## src/rtl/mem_ctrl.sv

```systemverilog
// mem_ctrl: turns one memory-stage load/store into a single bus transaction.
// It checks alignment, builds the byte lanes and the replicated write data,
// waits for the bus acknowledge (or gives up after a timeout), and returns
// the extended load result in a one-cycle completion pulse.
//
// Handshakes:
//   pipeline side: the memory stage holds mem_req_i and its operands while
//   stall_o=1. A request is accepted in the IDLE cycle where stall_o first
//   rises. Completion is the single cycle where done_o=1, and the pipeline
//   advances at the end of that cycle.
//   bus side: bus_req_o stays high, with constant address, lanes and data,
//   until the cycle in which bus_ack_i=1 is sampled. That cycle transfers
//   the read word. An ack seen while bus_req_o=0 carries no meaning.
module mem_ctrl (
  input  logic        clk,
  input  logic        rst,
  input  logic        mem_req_i,
  input  logic        mem_we_i,
  input  logic [1:0]  mem_size_i,
  input  logic        mem_signed_i,
  input  logic [31:0] mem_addr_i,
  input  logic [31:0] mem_wdata_i,
  output logic [31:0] rdata_o,
  output logic        done_o,
  output logic        stall_o,
  output logic        adel_o,
  output logic        ades_o,
  output logic        bus_err_o,
  output logic        bus_req_o,
  output logic        bus_we_o,
  output logic [3:0]  bus_sel_o,
  output logic [31:0] bus_addr_o,
  output logic [31:0] bus_wdata_o,
  input  logic        bus_ack_i,
  input  logic [31:0] bus_rdata_i,
  output logic [1:0]  dbg_state
);

  typedef enum logic [1:0] {
    S_IDLE = 2'd0,
    S_REQ  = 2'd1,
    S_DONE = 2'd2
  } state_t;

  state_t      state;
  state_t      state_next;

  // Access fields latched at acceptance; the bus only ever sees these.
  logic        lat_we;
  logic [1:0]  lat_size;
  logic        lat_signed;
  logic [31:0] lat_addr;
  logic [31:0] lat_wdata;

  logic [3:0]  tmo_cnt;
  logic [31:0] cap_rdata;
  logic        cap_err;

  logic        in_aligned;
  logic        accept;
  logic [3:0]  lane_sel;
  logic [31:0] lane_wdata;
  logic [31:0] shifted_b;
  logic [31:0] shifted_h;
  logic [31:0] load_data;

  // Alignment of the incoming request; size 11 is handled as a word.
  always_comb begin
    in_aligned = 1'b1;
    case (mem_size_i)
      2'b00:   in_aligned = 1'b1;
      2'b01:   in_aligned = ~mem_addr_i[0];
      default: in_aligned = (mem_addr_i[1:0] == 2'b00);
    endcase
  end

  assign accept = (state == S_IDLE) && mem_req_i && in_aligned;

  // Byte lanes and lane-replicated store data from the latched access.
  always_comb begin
    lane_sel   = 4'b1111;
    lane_wdata = lat_wdata;
    case (lat_size)
      2'b00: begin
        lane_sel   = 4'b0001 << lat_addr[1:0];
        lane_wdata = {4{lat_wdata[7:0]}};
      end
      2'b01: begin
        lane_sel   = 4'b0011 << lat_addr[1:0];
        lane_wdata = {2{lat_wdata[15:0]}};
      end
      default: begin
        lane_sel   = 4'b1111;
        lane_wdata = lat_wdata;
      end
    endcase
  end

  // Load extraction: pick the addressed byte/halfword and extend it.
  // A timed-out access has an all-zero captured word, so it yields 0 too.
  always_comb begin
    shifted_b = cap_rdata >> {lat_addr[1:0], 3'b000};
    shifted_h = cap_rdata >> {lat_addr[1], 4'b0000};
    load_data = cap_rdata;
    case (lat_size)
      2'b00:   load_data = lat_signed ? {{24{shifted_b[7]}}, shifted_b[7:0]}
                                      : {24'd0, shifted_b[7:0]};
      2'b01:   load_data = lat_signed ? {{16{shifted_h[15]}}, shifted_h[15:0]}
                                      : {16'd0, shifted_h[15:0]};
      default: load_data = cap_rdata;
    endcase
    if (lat_we || cap_err) begin
      load_data = 32'd0;
    end
  end

  // FSM state register.
  always_ff @(posedge clk) begin
    if (rst) begin
      state <= S_IDLE;
    end else begin
      state <= state_next;
    end
  end

  // FSM next state and all outputs; everything is held at 0 during reset.
  always_comb begin
    state_next  = state;
    rdata_o     = 32'd0;
    done_o      = 1'b0;
    stall_o     = 1'b0;
    adel_o      = 1'b0;
    ades_o      = 1'b0;
    bus_err_o   = 1'b0;
    bus_req_o   = 1'b0;
    bus_we_o    = 1'b0;
    bus_sel_o   = 4'd0;
    bus_addr_o  = 32'd0;
    bus_wdata_o = 32'd0;
    case (state)
      S_IDLE: begin
        if (mem_req_i) begin
          if (in_aligned) begin
            stall_o    = 1'b1;
            state_next = S_REQ;
          end else begin
            adel_o = ~mem_we_i;
            ades_o = mem_we_i;
          end
        end
      end
      S_REQ: begin
        stall_o     = 1'b1;
        bus_req_o   = 1'b1;
        bus_we_o    = lat_we;
        bus_sel_o   = lane_sel;
        bus_addr_o  = {lat_addr[31:2], 2'b00};
        bus_wdata_o = lane_wdata;
        if (bus_ack_i || (tmo_cnt == 4'hF)) begin
          state_next = S_DONE;
        end
      end
      S_DONE: begin
        done_o     = 1'b1;
        rdata_o    = load_data;
        bus_err_o  = cap_err;
        state_next = S_IDLE;
      end
      default: state_next = S_IDLE;
    endcase
    if (rst) begin
      rdata_o     = 32'd0;
      done_o      = 1'b0;
      stall_o     = 1'b0;
      adel_o      = 1'b0;
      ades_o      = 1'b0;
      bus_err_o   = 1'b0;
      bus_req_o   = 1'b0;
      bus_we_o    = 1'b0;
      bus_sel_o   = 4'd0;
      bus_addr_o  = 32'd0;
      bus_wdata_o = 32'd0;
    end
  end

  assign dbg_state = rst ? 2'b00 : state;

  // Datapath: latch the access, count unacknowledged REQ cycles, capture the
  // read word or the timeout result.
  always_ff @(posedge clk) begin
    if (rst) begin
      lat_we     <= 1'b0;
      lat_size   <= 2'd0;
      lat_signed <= 1'b0;
      lat_addr   <= 32'd0;
      lat_wdata  <= 32'd0;
      tmo_cnt    <= 4'd0;
      cap_rdata  <= 32'd0;
      cap_err    <= 1'b0;
    end else if (accept) begin
      lat_we     <= mem_we_i;
      lat_size   <= mem_size_i;
      lat_signed <= mem_signed_i;
      lat_addr   <= mem_addr_i;
      lat_wdata  <= mem_wdata_i;
      tmo_cnt    <= 4'd0;
      cap_rdata  <= 32'd0;
      cap_err    <= 1'b0;
    end else if (state == S_REQ) begin
      if (bus_ack_i) begin
        cap_rdata <= bus_rdata_i;
        cap_err   <= 1'b0;
      end else if (tmo_cnt == 4'hF) begin
        cap_rdata <= 32'd0;
        cap_err   <= 1'b1;
      end else begin
        tmo_cnt <= tmo_cnt + 4'd1;
      end
    end
  end

endmodule

```

## config.mk

```make
export PLATFORM = sky130hd
export DESIGN_NAME = mem_ctrl
export DESIGN_NICKNAME = d
export VERILOG_FILES = /design/src/rtl/mem_ctrl.sv
export SDC_FILE = /design/constraint.sdc
export NUM_CORES = 1
export LEC_CHECK = 0
export BUFFER_PORTS_ARGS = -buffer_cell sky130_fd_sc_hd__buf_4
export CAP_MARGIN = 0
export CORE_MARGIN = 2
export CORE_UTILIZATION = 46
export CTS_CLUSTER_SIZE = 30
export DETAILED_ROUTE_END_ITERATION = 6
export GPL_TIMING_DRIVEN = 0
export HOLD_SLACK_MARGIN = 0.03
export PLACE_DENSITY_LB_ADDON = 0.12
export SLEW_MARGIN = 25
export SYNTH_ARGS = -nofsm -noshare
export SYNTH_HDL_FRONTEND = slang
export SYNTH_SLANG_ARGS = --single-unit
```

## constraint.sdc

```tcl
create_clock -name clk -period 1.89 [get_ports clk]
set_input_delay 0.378 -clock clk [delete_from_list [all_inputs] [get_ports clk]]
set_output_delay 0.378 -clock clk [all_outputs]
set_load 0.03 [all_outputs]
```

==> impl_metrics.csv, run 1 <==
group,metric,value,unit
floorplan,die_area,14500,sq um
timing,relSlewSlack,57.3,%
cts,htreeDepth,3,
floorplan,start_util,47.1,%
global_routing,antenna_found_initial,0,
synthesis,synth_top_area_cell,"dfxtp_1",
worst_setup_path,worstSetupPathType,"flip-flop to output port",
synthesis,synth_seq_cells,107,
worst_setup_path,required,1.51,ns
floorplan,rows,42,
synthesis,ys_types,55,
synthesis,yosysSeqAreaShare,34.3,%
global_routing,grt_max_degree,17,
detailed_routing,routed_wl,25500,um
worst_setup_path,endpoint_kind,"output port",
timing,worst_slew_pin_slew,0.640,ns
pwr,peakVddDrop,0.000424,V
cts,clkTransAtPathRegs,0.07,ns
detailed_routing,antenna_left,0,
timing,rsz0062_at_grt,"true",
layout,final_nets,1152,
place,portBuffers,210,
worst_setup_path,cp_common_cell,"buf_6",
detailed_routing,post_drt_wl_per_cell,20.8,um
layout,n_antenna_cell,0,
synthesis,synth_area_per_cell,7.93,sq um
detailed_routing,dr.pass1.iters,5,
cts,clkSinkCount,107,
global_routing,grt.total_usage,33.8,%
worst_hold_path,hp-class,"input pin to flip-flop",
floorplan,io_pins,213,
detailed_routing,via_per_inst,6.16,
cts,numCtsBuffers,9,
pwr,clkPwrFrac,35.5,%
detailed_routing,drc,0,
floorplan,die_h,120,um
layout,final_layout_size_suffix_gt1_share,47.5,%
synthesis,synth_top_area_share,34.3,%
pwr,total_power,0.00572,W
worst_setup_path,cp_data_arrival_time,2.05,ns
timing,layout_setup_ws,-0.542,ns
synthesis,synth_cells,787,
timing,timing.fmax,0.411,GHz
timing,report.final.slew_viol_count,0,
worst_setup_path,cp_max_fo,6,
pwr,power.switching,0.00170,W
worst_setup_path,crit_path_start_kind,"flip-flop",
pwr,power_density,550,nW/um^2
cts,cts-hold-fix-buffers,0,
global_routing,grt_pass1_wl,38400,um
floorplan,coreArea,13200,sq um
pwr,power_frac_comb,21.8,%
detailed_routing,drt_iter0_markers,834,
pwr,leakage,3.68,nW
timing,hold_viol_final,0,
layout,regArea,2160,sq um
layout,multi_input_area,4580,sq um
worst_setup_path,critPathMaxStageDelay,0.57,ns
layout,area_growth,66.4,%
run_status,violations,"setup timing",
job,cap_violations,0,
worst_setup_path,slowest_stage,"mux4_2",
timing,period_share,129,%
synthesis,yosysWarningCount,0,
cts,cts.path.max_buffers,2,
detailed_routing,vias,7554,
timing,period_needed,2.43,ns
cts,clk_latency,0.36,ns
timing,finClkSkew,0.00636,ns
floorplan,dieWidth,120,um
run_status,status,"finished with violations",
cts,cts_tree,"built",
pwr,pwr-share-seq,42.7,%
synthesis,synthesis.area,6240,sq um
timing,final-setup-viol-count,103,
synthesis,synthTopCellsByArea,"dfxtp_1 (34%), a21oi_1 (9.9%), nand4_1 (6.6%)",
global_routing,grt_pass1_vias,7271,
layout,nFillCells,893,
pwr,internal_power,0.00401,W
worst_setup_path,worstPathCellList,"buf_6 > nor2_4 > mux4_2 > buf_6 > o22ai_1 > buf_4",
place,post-dp-hpwl,16700,um
layout,fin_cells,1227,
place,dp.cells,1174,
place,gp_congestion,1.00,
global_routing,overflow,0,
pwr,swShare,29.8,%
cts,root_buffer,"clkbuf_16",
kinds of logic (layout without fill, tap and decap cells):
logic type                 after synthesis  after routing  synth area share, %
adders and majority gates                1              1                0.200
AOI/OAI and AO/OA                      276            276                 28.7
other                                    1              2               0.0601
buffers and inverters                  118            381                 8.34
DFF                                    107            107                 34.3
muxes                                   25             25                 5.97
and+or+nand+nor                        259            259                 22.4
power groups by stage:
stage / registers (W) / logic [W] / clock network [W]
finish: 0.00244 / 0.00125 / 0.00203
global route: 0.00245 / 0.00132 / 0.00211
CTS: 0.00243 / 0.00115 / 0.00202
detailed placement: 0.00248 / 0.000991 / 0
global placement: 0.00248 / 0.000985 / 0
floorplan: 0.00245 / 0.000631 / 0
layout by cell type (no fill, tap or decap), types with 5 or more instances in the layout:
master,Yosys,layout
a2111oi_4,0,8
a21oi_1,123,103
a21oi_4,0,18
a41oi_4,0,7
and2_4,0,39
buf_12,0,7
buf_2,29,11
buf_4,4,159
buf_6,3,102
buf_8,0,8
clkbuf_1,51,29
clkbuf_16,0,11
clkbuf_2,3,13
clkbuf_4,0,5
dfxtp_1,107,102
inv_1,20,20
mux2_2,8,8
mux2i_1,8,7
mux4_2,9,9
nand2_1,74,74
nand3_1,13,10
nand3b_1,9,9
nand4_1,66,66
nor2_1,30,13
nor2_4,0,16
o21ai_0,33,33
o22ai_1,24,8
o22ai_2,0,5
o22ai_4,0,11
o31ai_1,49,48
o31ai_2,18,19
flip-flops by register name, indices dropped and copies added, names as in the netlist:
name and cells:
lat_we 1, tmo_cnt 4, lat_addr 32, lat_wdata 32, cap_err 1, lat_size 2, cap_rdata 32, state 2
lat_signed 1
cells in the mapped netlist, drive strengths merged:
cell type	instances
a2111oi	8
a211oi	2
a21oi	123
a221oi	1
a31o	1
a31oi	4
a41oi	8
and2	41
and3	1
and3b	2
and4b	1
buf	42
clkbuf	54
clkinv	1
conb	1
dfxtp	107
ha	1
inv	21
mux2	8
mux2i	8
mux4	9
nand2	75
nand2b	2
nand3	13
nand3b	9
nand4	66
nor2	31
nor2b	3
nor3	2
nor3b	3
nor4	3
nor4b	2
o21a	3
o21ai	34
o21ba	1
o22ai	24
o31ai	67
or2	3
or3	1
or3b	1
through the flow:
stage / setup WS, ns / util [%] / TNS, ns / hold WS, ns / area [sq um]
2_1_floorplan: -0.217 / - / -6.25 / 0.444 / 6840
3_3_place_gp: -0.467 / 65.2 / -24.18 / 0.450 / 8640
3_5_place_dp: -0.516 / 65.2 / -25.57 / 0.456 / 8640
4_1_cts: -0.499 / 76.3 / -36.75 / 0.264 / 10100
5_1_grt: -0.564 / 78.4 / -41.28 / 0.272 / 10400
6_report: -0.542 / 78.4 / -38.49 / 0.260 / 10400
final cells by class:
class / count / share of cell area (%)
Buffer: 90 / 6.37
Clock buffer: 12 / 2.57
Clock inverter: 3 / 0.434
Inverter: 22 / 0.928
Multi-Input combinational cell: 563 / 44.1
Sequential cell: 107 / 20.8
Tap cell: 176 / 2.12
Timing Repair Buffer: 253 / 22.5
Timing Repair inverter: 1 / 0.157
layer usage:
| layer | up-vias | global-route usage [%] | part of all wire (%) | routed length (um) |
|---|---|---|---|---|
| met5 | - | 0 | 0 | 0 |
| met4 | 0 | 19.4 | 4.9 | 1250 |
| met3 | 91 | 5.90 | 7.8 | 1990 |
| met2 | 451 | 56.4 | 50 | 12800 |
| met1 | 3576 | 40.9 | 37 | 9490 |
| li1 | 3436 | - | - | - |
critical path, delay by kind of cell, from the launching register on:
kind                   cells  cell delay (ns)
multiplexers               1             0.57
buffers and inverters      3             0.50
flip-flops                 1             0.33
AO/OA/AOI/OAI              1             0.18
AND/OR/NAND/NOR            1             0.11
final timing paths:
path	endpoint	slack, ns	startpoint	cells after the start
hold reg to reg	lat_addr[15]	0.47	lat_addr[15]	2
hold / removal	cap_rdata[21]	0.26	bus_rdata_i[21]	3
setup / recovery	rdata_o[20]	-0.54	lat_size[0]	6
setup reg to reg	lat_wdata[7]	0.04	state[1]	6
timing repair:
action,4_1_cts,5_1_grt
endpoints found under the setup margin,103,136
gates resized for setup,247,70
cloned,6,1
setup buffers,23,14
pin swaps,35,15
hold endpoints to repair,0,0
Power figures use the tool's default switching activity.
==> inputs of run 2 (changes only) <==
--- a/config.mk
+++ b/config.mk
@@ -5,6 +5,7 @@
 export SDC_FILE = /design/constraint.sdc
 export NUM_CORES = 1
 export LEC_CHECK = 0
+export ABC_AREA = 0
 export BUFFER_PORTS_ARGS = -buffer_cell sky130_fd_sc_hd__buf_4
 export CAP_MARGIN = 0
 export CORE_MARGIN = 2
@@ -18,3 +19,4 @@
 export SYNTH_ARGS = -nofsm -noshare
 export SYNTH_HDL_FRONTEND = slang
 export SYNTH_SLANG_ARGS = --single-unit
+export TNS_END_PERCENT = 10
==> run 2 against run 1 <==
Effect of this change: the run still ends with setup timing left; power is 3.8% lower; setup slack better by 0.0072 ns; die area is the same; first-iteration DRC count down 28%; combinational power is 12% lower; clock-buffer cell count decreased by 1; non-clock buffer count decreased by 23; wire length decreased by 6.7%; core utilization down 4.5 points; sequential power barely moved; via count shrank 3.7%; critical endpoint unchanged; highest routed layer unchanged.
==> impl_metrics.csv, run 2 (synthesized netlist as in run 1, its figures left out) <==
group,metric,value,unit
detailed_routing,antenna_left,0,
pwr,total_power,0.00550,W
worst_setup_path,crit_path_start_kind,"flip-flop",
worst_setup_path,worstSetupPathType,"flip-flop to output port",
floorplan,io_pins,213,
cts,htreeDepth,3,
timing,hold_viol_final,0,
timing,period_needed,2.42,ns
floorplan,rows,42,
cts,numCtsBuffers,9,
worst_setup_path,required,1.51,ns
global_routing,grt.total_usage,32.2,%
place,gp_congestion,0.954,
global_routing,antenna_found_initial,0,
layout,n_antenna_cell,0,
pwr,leakage,3.46,nW
layout,area_growth,56.9,%
layout,final_common_cell,"buf_4",
global_routing,grt_max_degree,20,
place,post-dp-hpwl,16700,um
timing,layout_setup_ws,-0.534,ns
layout,design_area,9790,sq um
timing,worst_slew_pin_slew,0.684,ns
cts,cts_tree,"built",
floorplan,coreArea,13200,sq um
job,cap_violations,0,
floorplan,die_area,14500,sq um
detailed_routing,post_drt_wl_per_cell,19.8,um
layout,final_nets,1128,
cts,cts.path.max_buffers,2,
global_routing,grt_pass1_wl,36800,um
timing,final.setup.tns,-37.61,ns
timing,period_share,128,%
cts,clkSinkCount,107,
pwr,peakVddDrop,0.000456,V
timing,report.final.slew_viol_count,0,
place,dpl_cell_area,8400,sq um
detailed_routing,via_per_inst,6.04,
run_status,violations,"setup timing",
cts,root_buffer,"clkbuf_16",
detailed_routing,dr.pass1.iters,7,
pwr,power_density,561,nW/um^2
timing,timing.fmax,0.412,GHz
layout,layout_common_cells,"buf_4 (141), a21oi_1 (106), dfxtp_1 (103)",
detailed_routing,vias,7273,
floorplan,start_util,47.1,%
detailed_routing,drc,0,
worst_hold_path,hp-class,"input pin to flip-flop",
floorplan,die_h,120,um
detailed_routing,routed_wl,23800,um
worst_setup_path,cp_data_arrival_time,2.05,ns
place,portBuffers,210,
floorplan,dieWidth,120,um
detailed_routing,drt_iter0_markers,599,
timing,relSlewSlack,53.8,%
run_status,status,"finished with violations",
worst_setup_path,cp_max_fo,5,
timing,final-setup-viol-count,104,
global_routing,overflow,0,
cts,cts-hold-fix-buffers,0,
timing,finClkSkew,0.00851,ns
layout,reg_top3,"cap_rdata x32, lat_addr x32, lat_wdata x32",
timing,rsz0062_at_grt,"true",
layout,final_layout_size_suffix_gt1_share,42.7,%
cts,clk_latency,0.36,ns
cts,clkTransAtPathRegs,0.07,ns
worst_setup_path,endpoint_kind,"output port",
global_routing,grt_pass1_vias,6926,
[run 2: repair_timing]
item / CTS / global route
buffers inserted: 13 / 2
setup endpoints to repair: 112 / 133
cloned: 2 / 0
gates resized for setup: 208 / 42
pin swaps: 24 / 4
[run 2: area by class of cell]
class,instances,area (sq um)
Fill cell,1029,3450
Clock inverter,5,61.3
Timing Repair Buffer,227,2100
Buffer,93,668
Tap cell,176,220
Sequential cell,107,2150
Inverter,22,90.1
Clock buffer,11,243
Multi-Input combinational cell,563,4260
[run 2: path summary, 6_finish.rpt]
path	depth (start not counted)	startpoint	slack, ns	end
min reg2reg	2	lat_addr[25]	0.47	lat_addr[25]
max reg2reg	5	tmo_cnt[0]	0.13	cap_rdata[17]
max	6	lat_size[0]	-0.53	rdata_o[20]
min	3	bus_rdata_i[4]	0.26	cap_rdata[4]
[run 2: worst max-delay path, cell delays in order (launching register included)]
cell and delay [ns]:
dfxtp_2 0.33, buf_6 0.12, nor2_4 0.09, mux4_2 0.62, buf_6 0.19, o22ai_4 0.18
buf_6 0.15
[run 2: metrics by stage]
| stage | worst slack [ns] | instances | hold WS [ns] | utilization (%) |
|---|---|---|---|---|
| 6_report | -0.534 | 1204 | 0.260 | 74.0 |
| 5_1_grt | -0.584 | 1204 | 0.266 | 74.0 |
| 4_1_cts | -0.537 | 1202 | 0.250 | 72.9 |
| 3_5_place_dp | -0.529 | 1174 | 0.458 | 63.4 |
| 3_3_place_gp | -0.492 | 1174 | 0.450 | 63.4 |
| 2_1_floorplan | -0.255 | 788 | 0.444 | - |
[run 2: layer usage]
layer | track usage [%] | vias to the layer above | share of wire (%)
li1 | - | 3378 | -
met1 | 40.0 | 3379 | 39
met2 | 51.7 | 417 | 48
met3 | 6.75 | 99 | 8.3
met4 | 18.7 | 0 | 4.8
met5 | 0 | - | 0
[run 2: where the power goes]
| group | total (W) | internal (W) | switching [W] |
|---|---|---|---|
| Clock | 0.00196 | 0.00107 | 0.000885 |
| Combinational | 0.00110 | 0.000462 | 0.000642 |
| Sequential | 0.00244 | 0.00234 | 0.0000934 |
